File: src/rtl/pcpu_pkg.sv
// pcpu_pkg: opcode map, run-control state and instruction-field decode helpers
// shared by the pcpu datapath decoder and its pipeline control.
package pcpu_pkg;

    localparam logic [4:0] OP_NOP   = 5'b00000;
    localparam logic [4:0] OP_HALT  = 5'b00001;
    localparam logic [4:0] OP_LOAD  = 5'b00010;
    localparam logic [4:0] OP_STORE = 5'b00011;
    localparam logic [4:0] OP_SLL   = 5'b00100;
    localparam logic [4:0] OP_SLA   = 5'b00101;
    localparam logic [4:0] OP_SRL   = 5'b00110;
    localparam logic [4:0] OP_SRA   = 5'b00111;
    localparam logic [4:0] OP_ADD   = 5'b01000;
    localparam logic [4:0] OP_ADDI  = 5'b01001;
    localparam logic [4:0] OP_SUB   = 5'b01010;
    localparam logic [4:0] OP_SUBI  = 5'b01011;
    localparam logic [4:0] OP_CMP   = 5'b01100;
    localparam logic [4:0] OP_AND   = 5'b01101;
    localparam logic [4:0] OP_OR    = 5'b01110;
    localparam logic [4:0] OP_XOR   = 5'b01111;
    localparam logic [4:0] OP_LDIH  = 5'b10000;
    localparam logic [4:0] OP_ADDC  = 5'b10001;
    localparam logic [4:0] OP_SUBC  = 5'b10010;
    localparam logic [4:0] OP_JUMP  = 5'b11000;
    localparam logic [4:0] OP_JMPR  = 5'b11001;
    localparam logic [4:0] OP_BZ    = 5'b11010;
    localparam logic [4:0] OP_BNZ   = 5'b11011;
    localparam logic [4:0] OP_BN    = 5'b11100;
    localparam logic [4:0] OP_BNN   = 5'b11101;
    localparam logic [4:0] OP_BC    = 5'b11110;
    localparam logic [4:0] OP_BNC   = 5'b11111;

    typedef enum logic [1:0] {S_IDLE, S_RUN, S_DRAIN, S_HALT} pctl_state_t;

    localparam logic [1:0] FWD_RF  = 2'b00;
    localparam logic [1:0] FWD_EX  = 2'b01;
    localparam logic [1:0] FWD_MEM = 2'b10;

    function automatic logic writes_r1(input logic [4:0] op);
        return op inside {OP_LOAD, OP_LDIH, OP_ADD, OP_ADDI, OP_ADDC, OP_SUB, OP_SUBI,
                          OP_SUBC, OP_AND, OP_OR, OP_XOR, OP_SLL, OP_SRL, OP_SLA, OP_SRA};
    endfunction

    function automatic logic reads_r1(input logic [4:0] op);
        return op inside {OP_STORE, OP_LDIH, OP_ADDI, OP_SUBI, OP_JMPR,
                          OP_BZ, OP_BNZ, OP_BN, OP_BNN, OP_BC, OP_BNC};
    endfunction

    function automatic logic reads_r2(input logic [4:0] op);
        return op inside {OP_LOAD, OP_STORE, OP_ADD, OP_ADDC, OP_SUB, OP_SUBC, OP_CMP,
                          OP_AND, OP_OR, OP_XOR, OP_SLL, OP_SRL, OP_SLA, OP_SRA};
    endfunction

    function automatic logic reads_r3(input logic [4:0] op);
        return op inside {OP_ADD, OP_ADDC, OP_SUB, OP_SUBC, OP_CMP, OP_AND, OP_OR, OP_XOR};
    endfunction

endpackage

File: src/rtl/pcpu_fwd_unit.sv
// pcpu_fwd_unit: operand forwarding selects for the ID stage; EX results win
// over MEM results, and a LOAD in EX cannot forward (its data is not ready yet).
module pcpu_fwd_unit
    import pcpu_pkg::*;
(
    input  logic [15:0] id_ir,
    input  logic [15:0] ex_ir,
    input  logic [15:0] mem_ir,
    output logic [1:0]  fwd_a,
    output logic [1:0]  fwd_b
);
    logic [4:0] id_op, ex_op, mem_op;
    logic [2:0] a_reg, b_reg;
    logic       ex_fwd, mem_fwd;
    logic       unused_bits;

    assign id_op  = id_ir[15:11];
    assign ex_op  = ex_ir[15:11];
    assign mem_op = mem_ir[15:11];

    // Every r1 reader except STORE uses r1 as its A operand; STORE's r1 is the B operand.
    assign a_reg = (reads_r1(id_op) && id_op != OP_STORE) ? id_ir[10:8] : id_ir[6:4];
    assign b_reg = (id_op == OP_STORE) ? id_ir[10:8] : id_ir[2:0];

    assign ex_fwd  = writes_r1(ex_op) && ex_op != OP_LOAD;
    assign mem_fwd = writes_r1(mem_op);

    assign fwd_a = (ex_fwd && ex_ir[10:8] == a_reg) ? FWD_EX :
                   (mem_fwd && mem_ir[10:8] == a_reg) ? FWD_MEM : FWD_RF;
    assign fwd_b = (ex_fwd && ex_ir[10:8] == b_reg) ? FWD_EX :
                   (mem_fwd && mem_ir[10:8] == b_reg) ? FWD_MEM : FWD_RF;

    assign unused_bits = ^{id_ir[7], id_ir[3], ex_ir[7:0], mem_ir[7:0]};
endmodule

File: src/rtl/pcpu_pipe_ctrl.sv
// pcpu_pipe_ctrl: run-control FSM, load-use/branch interlocks, forwarding and
// performance counters for the five-stage pcpu pipeline.
module pcpu_pipe_ctrl
    import pcpu_pkg::*;
#(
    parameter int DRAIN_CYCLES = 3,
    parameter int CNT_W        = 16
) (
    input  logic             clock,
    input  logic             reset,
    input  logic             enable,
    input  logic             start,
    input  logic [15:0]      id_ir,
    input  logic [15:0]      ex_ir,
    input  logic [15:0]      mem_ir,
    input  logic             branch_taken,
    output logic             pc_we,
    output logic             if_id_we,
    output logic             id_ex_bubble,
    output logic             flush,
    output logic [1:0]       fwd_a,
    output logic [1:0]       fwd_b,
    output logic             running,
    output logic             halted,
    output logic [CNT_W-1:0] cycle_cnt,
    output logic [CNT_W-1:0] stall_cnt
);
    localparam int DW = (DRAIN_CYCLES > 1) ? $clog2(DRAIN_CYCLES) : 1;
    localparam logic [DW-1:0] DRAIN_LAST = DW'(DRAIN_CYCLES - 1);

    pctl_state_t   state, state_n;
    logic [DW-1:0] dcnt;
    logic [4:0]    id_op, ex_op;
    logic [1:0]    fa, fb;
    logic          load_use, in_run, in_drain, active, stall, drain_done;

    assign id_op = id_ir[15:11];
    assign ex_op = ex_ir[15:11];

    assign load_use = ex_op == OP_LOAD &&
                      ((reads_r1(id_op) && id_ir[10:8] == ex_ir[10:8]) ||
                       (reads_r2(id_op) && id_ir[6:4]  == ex_ir[10:8]) ||
                       (reads_r3(id_op) && id_ir[2:0]  == ex_ir[10:8]));

    assign running    = state == S_RUN || state == S_DRAIN;
    assign halted     = state == S_HALT;
    assign in_run     = enable && state == S_RUN;
    assign in_drain   = enable && state == S_DRAIN;
    assign active     = in_run || in_drain;
    assign drain_done = dcnt == DRAIN_LAST;

    // A taken branch overrides both the load-use stall and the drain freeze.
    assign flush        = active && branch_taken;
    assign stall        = in_run && load_use && !branch_taken;
    assign pc_we        = flush || (in_run && !load_use);
    assign if_id_we     = pc_we;
    assign id_ex_bubble = stall || (in_drain && !branch_taken);

    pcpu_fwd_unit u_fwd (
        .id_ir (id_ir),
        .ex_ir (ex_ir),
        .mem_ir(mem_ir),
        .fwd_a (fa),
        .fwd_b (fb)
    );

    assign fwd_a = running ? fa : FWD_RF;
    assign fwd_b = running ? fb : FWD_RF;

    always_comb begin
        state_n = (state == S_IDLE && start)                             ? S_RUN   :
                  (state == S_RUN && id_op == OP_HALT && !branch_taken) ? S_DRAIN :
                  (state == S_DRAIN && branch_taken)                     ? S_RUN   :
                  (state == S_DRAIN && drain_done)                       ? S_HALT  : state;
    end

    always_ff @(posedge clock or negedge reset) begin
        if (!reset) begin
            state     <= S_IDLE;
            dcnt      <= '0;
            cycle_cnt <= '0;
            stall_cnt <= '0;
        end else if (enable) begin
            state <= state_n;
            dcnt  <= (state == S_DRAIN && !branch_taken && !drain_done) ? dcnt + 1'b1 : '0;
            if (active && !(&cycle_cnt))
                cycle_cnt <= cycle_cnt + 1'b1;
            if (stall && !(&stall_cnt))
                stall_cnt <= stall_cnt + 1'b1;
        end
    end
endmodule

File: config.mk
export PLATFORM = sky130hd
export DESIGN_NAME = pcpu_pipe_ctrl
export DESIGN_NICKNAME = d
export VERILOG_FILES = /design/src/rtl/pcpu_pkg.sv /design/src/rtl/pcpu_fwd_unit.sv /design/src/rtl/pcpu_pipe_ctrl.sv
export SDC_FILE = /design/constraint.sdc
export NUM_CORES = 1
export LEC_CHECK = 0
export BUFFER_PORTS_ARGS = -buffer_cell sky130_fd_sc_hd__buf_2
export CELL_PAD_IN_SITES_DETAIL_PLACEMENT = 1
export CELL_PAD_IN_SITES_GLOBAL_PLACEMENT = 2
export CORE_MARGIN = 5
export CORE_UTILIZATION = 30
export CTS_BUF_LIST = sky130_fd_sc_hd__clkbuf_8
export CTS_CLUSTER_DIAMETER = 60
export DETAILED_ROUTE_END_ITERATION = 16
export HOLD_SLACK_MARGIN = 0.1
export PLACE_DENSITY = 0.92
export REMOVE_ABC_BUFFERS = 1
export SLEW_MARGIN = 20
export SYNTH_ARGS = -nofsm -noshare
export SYNTH_HDL_FRONTEND = slang
export SYNTH_HIERARCHICAL = 1
export SYNTH_SLANG_ARGS = --single-unit
File: constraint.sdc
create_clock -name clock -period 3 [get_ports clock]
set_clock_uncertainty 0.15 [all_clocks]
set_input_delay 0.3 -clock clock [delete_from_list [all_inputs] [get_ports clock]]
set_output_delay 0.3 -clock clock [all_outputs]
set_load 0.01 [all_outputs]
# Yosys cells after proc, flatten, opt, wreduce, memory -nomap -nowiden
# Index checks and enable logic that the tools add are counted.
[word_totals]
register_bits = 36
inputBits = 53
[classes]
addsub = 3
n_eq_ne = 68
n_mux = 13
n_reduce_logical = 49
[ops]
columns = ["operator", "n"]
rows = [
  ["5-bit by 4-bit == test with 1-bit output, second input constant", 22],
  ["5-bit == test, second input constant", 16],
  ["5-bit by 3-bit == test with 1-bit output, second input constant", 12],
  ["16-bit by 1-bit adder with 16-bit output, second input constant", 2],
  ["16-bit AND reduction", 2],
  ["15-bit nonzero test", 2],
  ["1-bit logical AND", 26],
  ["2-bit two-way mux", 11],
  ["3-bit == test", 7],
  ["5-bit by 2-bit == test with 1-bit output, second input constant", 4],
  ["14-bit nonzero test", 1],
  ["11-bit nonzero test", 1],
  ["5-bit by 2-bit != test with 1-bit output, second input constant", 2],
  ["8-bit nonzero test", 1],
  ["2-bit == test, second input constant", 3],
  ["1-bit logical OR", 6],
  ["3-bit two-way mux", 2],
  ["2-bit AND reduction", 3],
  ["5-bit by 1-bit == test with 1-bit output, second input constant", 1],
  ["1-bit logical NOT", 5],
  ["4-bit nonzero test", 1],
  ["2-bit by 1-bit adder with 2-bit output, second input constant", 1],
  ["2-bit by 1-bit == test with 1-bit output, second input constant", 1],
  ["2-bit logical NOT", 1],
]

# Longest topological paths before layout
[logic_depth]
ltp_word = 10
depth_mapped = 7
depth_no_buf = 7

# Modules after synthesis
# The synthesis kept the hierarchy.
[by_module_without_submodules]
columns = ["module", "instances", "cells_each", "area_each_um2", "seq_area_each_um2"]
rows = [
  ["pcpu_pipe_ctrl", 1, 221, 2179.6, 900.9],
  ["pcpu_fwd_unit", 1, 64, 439.2, 0.0],
]

# Least setup slack after synthesis
# No wires, ideal clock.
[synth_timing]
path_type = "input-to-output"
from = "input id_ir[11]"
to = "output fwd_a[1]"
arrival_time_ns = 1.883
t_required_ns = 2.550
path_slack_ns = 0.667
path_stages = 6
cell_sequence = "or4b_1 > o211ai_2 > mux2i_1 > xor2_1 > a211oi_1 > and2_1"
[synth_via]
elab_chain_len = 9
word_cells_on_any_way = 22
[synth_lines]
columns = ["element", "line", "rtl"]
rows = [
  ["from (decl)", "pcpu_pipe_ctrl.sv:13", "input logic [15:0] id_ir,"],
  ["5-bit by 2-bit == test with 1-bit output, or another cell as far along", "pcpu_pkg.sv:45", "return op inside {OP_STORE, OP_LDIH, OP_ADDI, OP_SUBI, OP_JMPR,"],
  ["11-bit nonzero test", "pcpu_pkg.sv:45", ""],
  ["1-bit logical AND (*)", "pcpu_fwd_unit.sv:22", "assign a_reg = (reads_r1(id_op) && id_op != OP_STORE) ? id_ir[10:8] : id_ir[6:4];"],
  ["3-bit two-way mux (*)", "pcpu_fwd_unit.sv:22", ""],
  ["3-bit == test", "pcpu_fwd_unit.sv:29", "(mem_fwd && mem_ir[10:8] == a_reg) ? FWD_MEM : FWD_RF;"],
  ["1-bit logical AND", "pcpu_fwd_unit.sv:29", ""],
  ["2-bit two-way mux", "pcpu_fwd_unit.sv:29", ""],
  ["2-bit two-way mux (*)", "pcpu_fwd_unit.sv:28", "assign fwd_a = (ex_fwd && ex_ir[10:8] == a_reg) ? FWD_EX :"],
  ["via fa[1]", "pcpu_pipe_ctrl.sv:34", "logic [1:0] fa, fb;"],
  ["2-bit two-way mux (*)", "pcpu_pipe_ctrl.sv:67", "assign fwd_a = running ? fa : FWD_RF;"],
  ["to (decl)", "pcpu_pipe_ctrl.sv:21", "output logic [1:0] fwd_a,"],
]
# The timed path passes the listed nets; every way through them passes the cells marked *.

# Worst setup path in the final report
[layout_timing]
from = "input id_ir[15]"
to = "output fwd_a[1]"
# The elaborated chain is that of the path after synthesis.

==> run summary <==
Synth top area share = 34.4%
CTS sink count = 36
crit-path leading delay family = compound AO/OA/AOI/OAI gates
Initial Util = 30.5%
PD cells = 450 nW/µm²
GR Overflow Total = 0
Buf/Inv on CP = 2
largest net degree at the start of global routing = 37
Synth Flop Type = dfrtp_1
DR pass1 iterations = 4
area leader, netlist = dfrtp_1
Post-Synthesis Cell Area = 2620 µm²
Clock Tree Root = clkbuf_8
ANT cells = 0
final hold vios = 0
Placed Cells = 467
WP data arrival = 2.32 ns
Port-buffer cells = 76
GRT Overall Usage = 14.2%
#FFs+latches synth = 36
Syn Inst Count = 285
Clk Latency, worst-skew pair = 0.29 ns
synth warn = 6
Final period util = 92.3%
min-delay worst type = primary input to register
Non-Filler Instances = 476
sequential area share after synthesis = 34.4%
die area = 10,700 µm²
most frequent cells in the layout = buf_2, dfrtp_1, xor2_1
vias in the first global route = 2,568
Die H = 103 µm
vias per cell = 5.25
Crit path required time = 2.55 ns
Worst-Margin Slew = 0.837 ns
fin util = 37.8%
setup TNS = 0 ns
initial antenna violation count = 0
final wirelength = 7400 µm
CTS tree = built
CP most frequent cell = buf_2
Startpoint Class = primary input
worst hold margin = 0.144 ns
Post-DP HPWL = 5930 µm
Slew HR = 43.5%
routability cong. = 0.836
fin. max-slew vios = 0
Static Leak = 0.00156 µW
outcome = completed
mean area per synthesized cell = 9.19 µm²
Max-cap violations = 0
CTS buffer count = 5
DR iter-0 viols = 47
number of enable flip-flop cells after synthesis = 0
row count = 34
Clock Tree Buf Depth = 2
commonest non-fill, non-tap cell in the layout = buf_2
CP Cell Sequence = buf_2, or4b_1, o211ai_2, mux2i_1, a211oi_2, a211oi_1, and2_1, buf_2
Area Growth Syn to Fin = 23.9%
CP max stage delay = 0.48 ns
final instance area = 3240 µm²
layout cells sized above 1 = 27.2%
post-route ant nets = 0
DR vias = 2,501
Fmax achieved = 361 MHz
RSZ-0062 raised after global routing = no
Core Region = 8590 µm²
Peak supply drop = 0.190 mV
Post-CTS Setup Inserts = 0
Crit Path Category = primary input to output port
drt drc = 0
placed cell areas = 3120 µm²
Final min period = 2.77 ns
final setup fails = 0
clock slew at reported path FFs = 0.08 ns
top cells by area, synth = dfrtp_1, xor2_1, xnor2_1
fin nets = 427
CP max-delay cell = or4b_1
H-tree Lvls = 2
WL per Instance = 15.5 µm
first-pass GRT wire length = 12,100 µm
I/O pin count = 95
Die X = 103 µm
endpoint type of the worst setup path = output port
Worst Path Max Fanout = 13
unique cell type count in the Yosys netlist = 55
Async SR Flop Fraction = 100%
-- report_power, final --
| part | internal, µW | switching [µW] |
|---|---|---|
| clock network | 246 | 185 |
| registers | 530 | 59.2 |
| logic | 183 | 255 |
| total | 959 | 499 |
-- synthesized netlist by cell type (3+ instances only) --
cell type	n
dfrtp_1	36
xor2_1	29
nand2_1	24
xnor2_1	15
nand3_1	14
inv_1	13
o21ai_0	13
nor2_1	11
nor3_1	11
and3_1	10
a21oi_1	9
nand4_1	9
and2_1	8
ha_1	7
nor4_1	7
a211oi_1	4
mux2i_1	4
nor2b_1	4
or3_1	4
a21o_1	3
mux2_2	3
nand2b_1	3
nor4_2	3
-- sequential cells by signal (all words and copies together) (netlist names) --
| register | flops |
|---|---|
| stall_cnt | 16 |
| cycle_cnt | 16 |
| dcnt | 2 |
| state | 2 |
-- worst paths after layout --
| path | from | to | slack (ns) | depth (start not counted) |
|---|---|---|---|---|
| max | id_ir[15] | fwd_a[1] | 0.23 | 8 |
| min | start | state[0] | 0.14 | 3 |
| max reg2reg | state[1] | stall_cnt[8] | 0.66 | 7 |
| min reg2reg | cycle_cnt[12] | cycle_cnt[12] | 0.34 | 1 |
| max in group asynchronous | reset | stall_cnt[14] | 1.68 | 2 |
| min in group asynchronous | reset | cycle_cnt[10] | 0.49 | 2 |
-- final cells by class --
| cell class | count | area, µm² |
|---|---|---|
| Fill cell | 1042 | 5350 |
| Clock buffer | 5 | 68.8 |
| Tap cell | 108 | 135 |
| Timing Repair Buffer | 79 | 405 |
| Inverter | 13 | 48.8 |
| Clock inverter | 3 | 42.5 |
| Multi-Input combinational cell | 232 | 1640 |
| Sequential cell | 36 | 901 |
-- what timing repair did --
action / 4_1_cts / 5_1_grt
gates resized for setup: 0 / 0
hold endpoints to repair: 36 / 0
hold buffers: 1 / 0
-- cells by family after synthesis --
family | Yosys count | share of synthesized area (%)
AO/OA/AOI/OAI | 50 | 13.9
buffers and inverters | 17 | 2.87
AND/OR/NAND/NOR | 123 | 27.6
flip-flops | 36 | 34.4
adder cells (fa/ha/maj) | 7 | 3.34
multiplexers | 8 | 3.25
XOR/XNOR | 44 | 14.7
-- per-stage QoR --
stage | power, µW | setup slack, ns
global route | 1550 | 0.0531
floorplan | 836 | 0.667
global placement | 1020 | 0.307
CTS | 1480 | 0.214
finish | 1460 | 0.232
detailed placement | 1040 | 0.221
-- metal layers --
layer	track usage, %	part of all wire, %	wire length, µm
met5	0	0	0
met4	4.38	1.7	125
met3	2.75	6.5	482
met2	23.4	47	3450
met1	18.7	45	3350
-- worst min-delay path: cells and delay by family --
family,cells,cell delay (ns)
buffers and inverters,1,0.11
AOI/OAI and AO/OA,1,0.09
and+or+nand+nor,1,0.05
No activity file was read; power rests on OpenSTA's default activity.
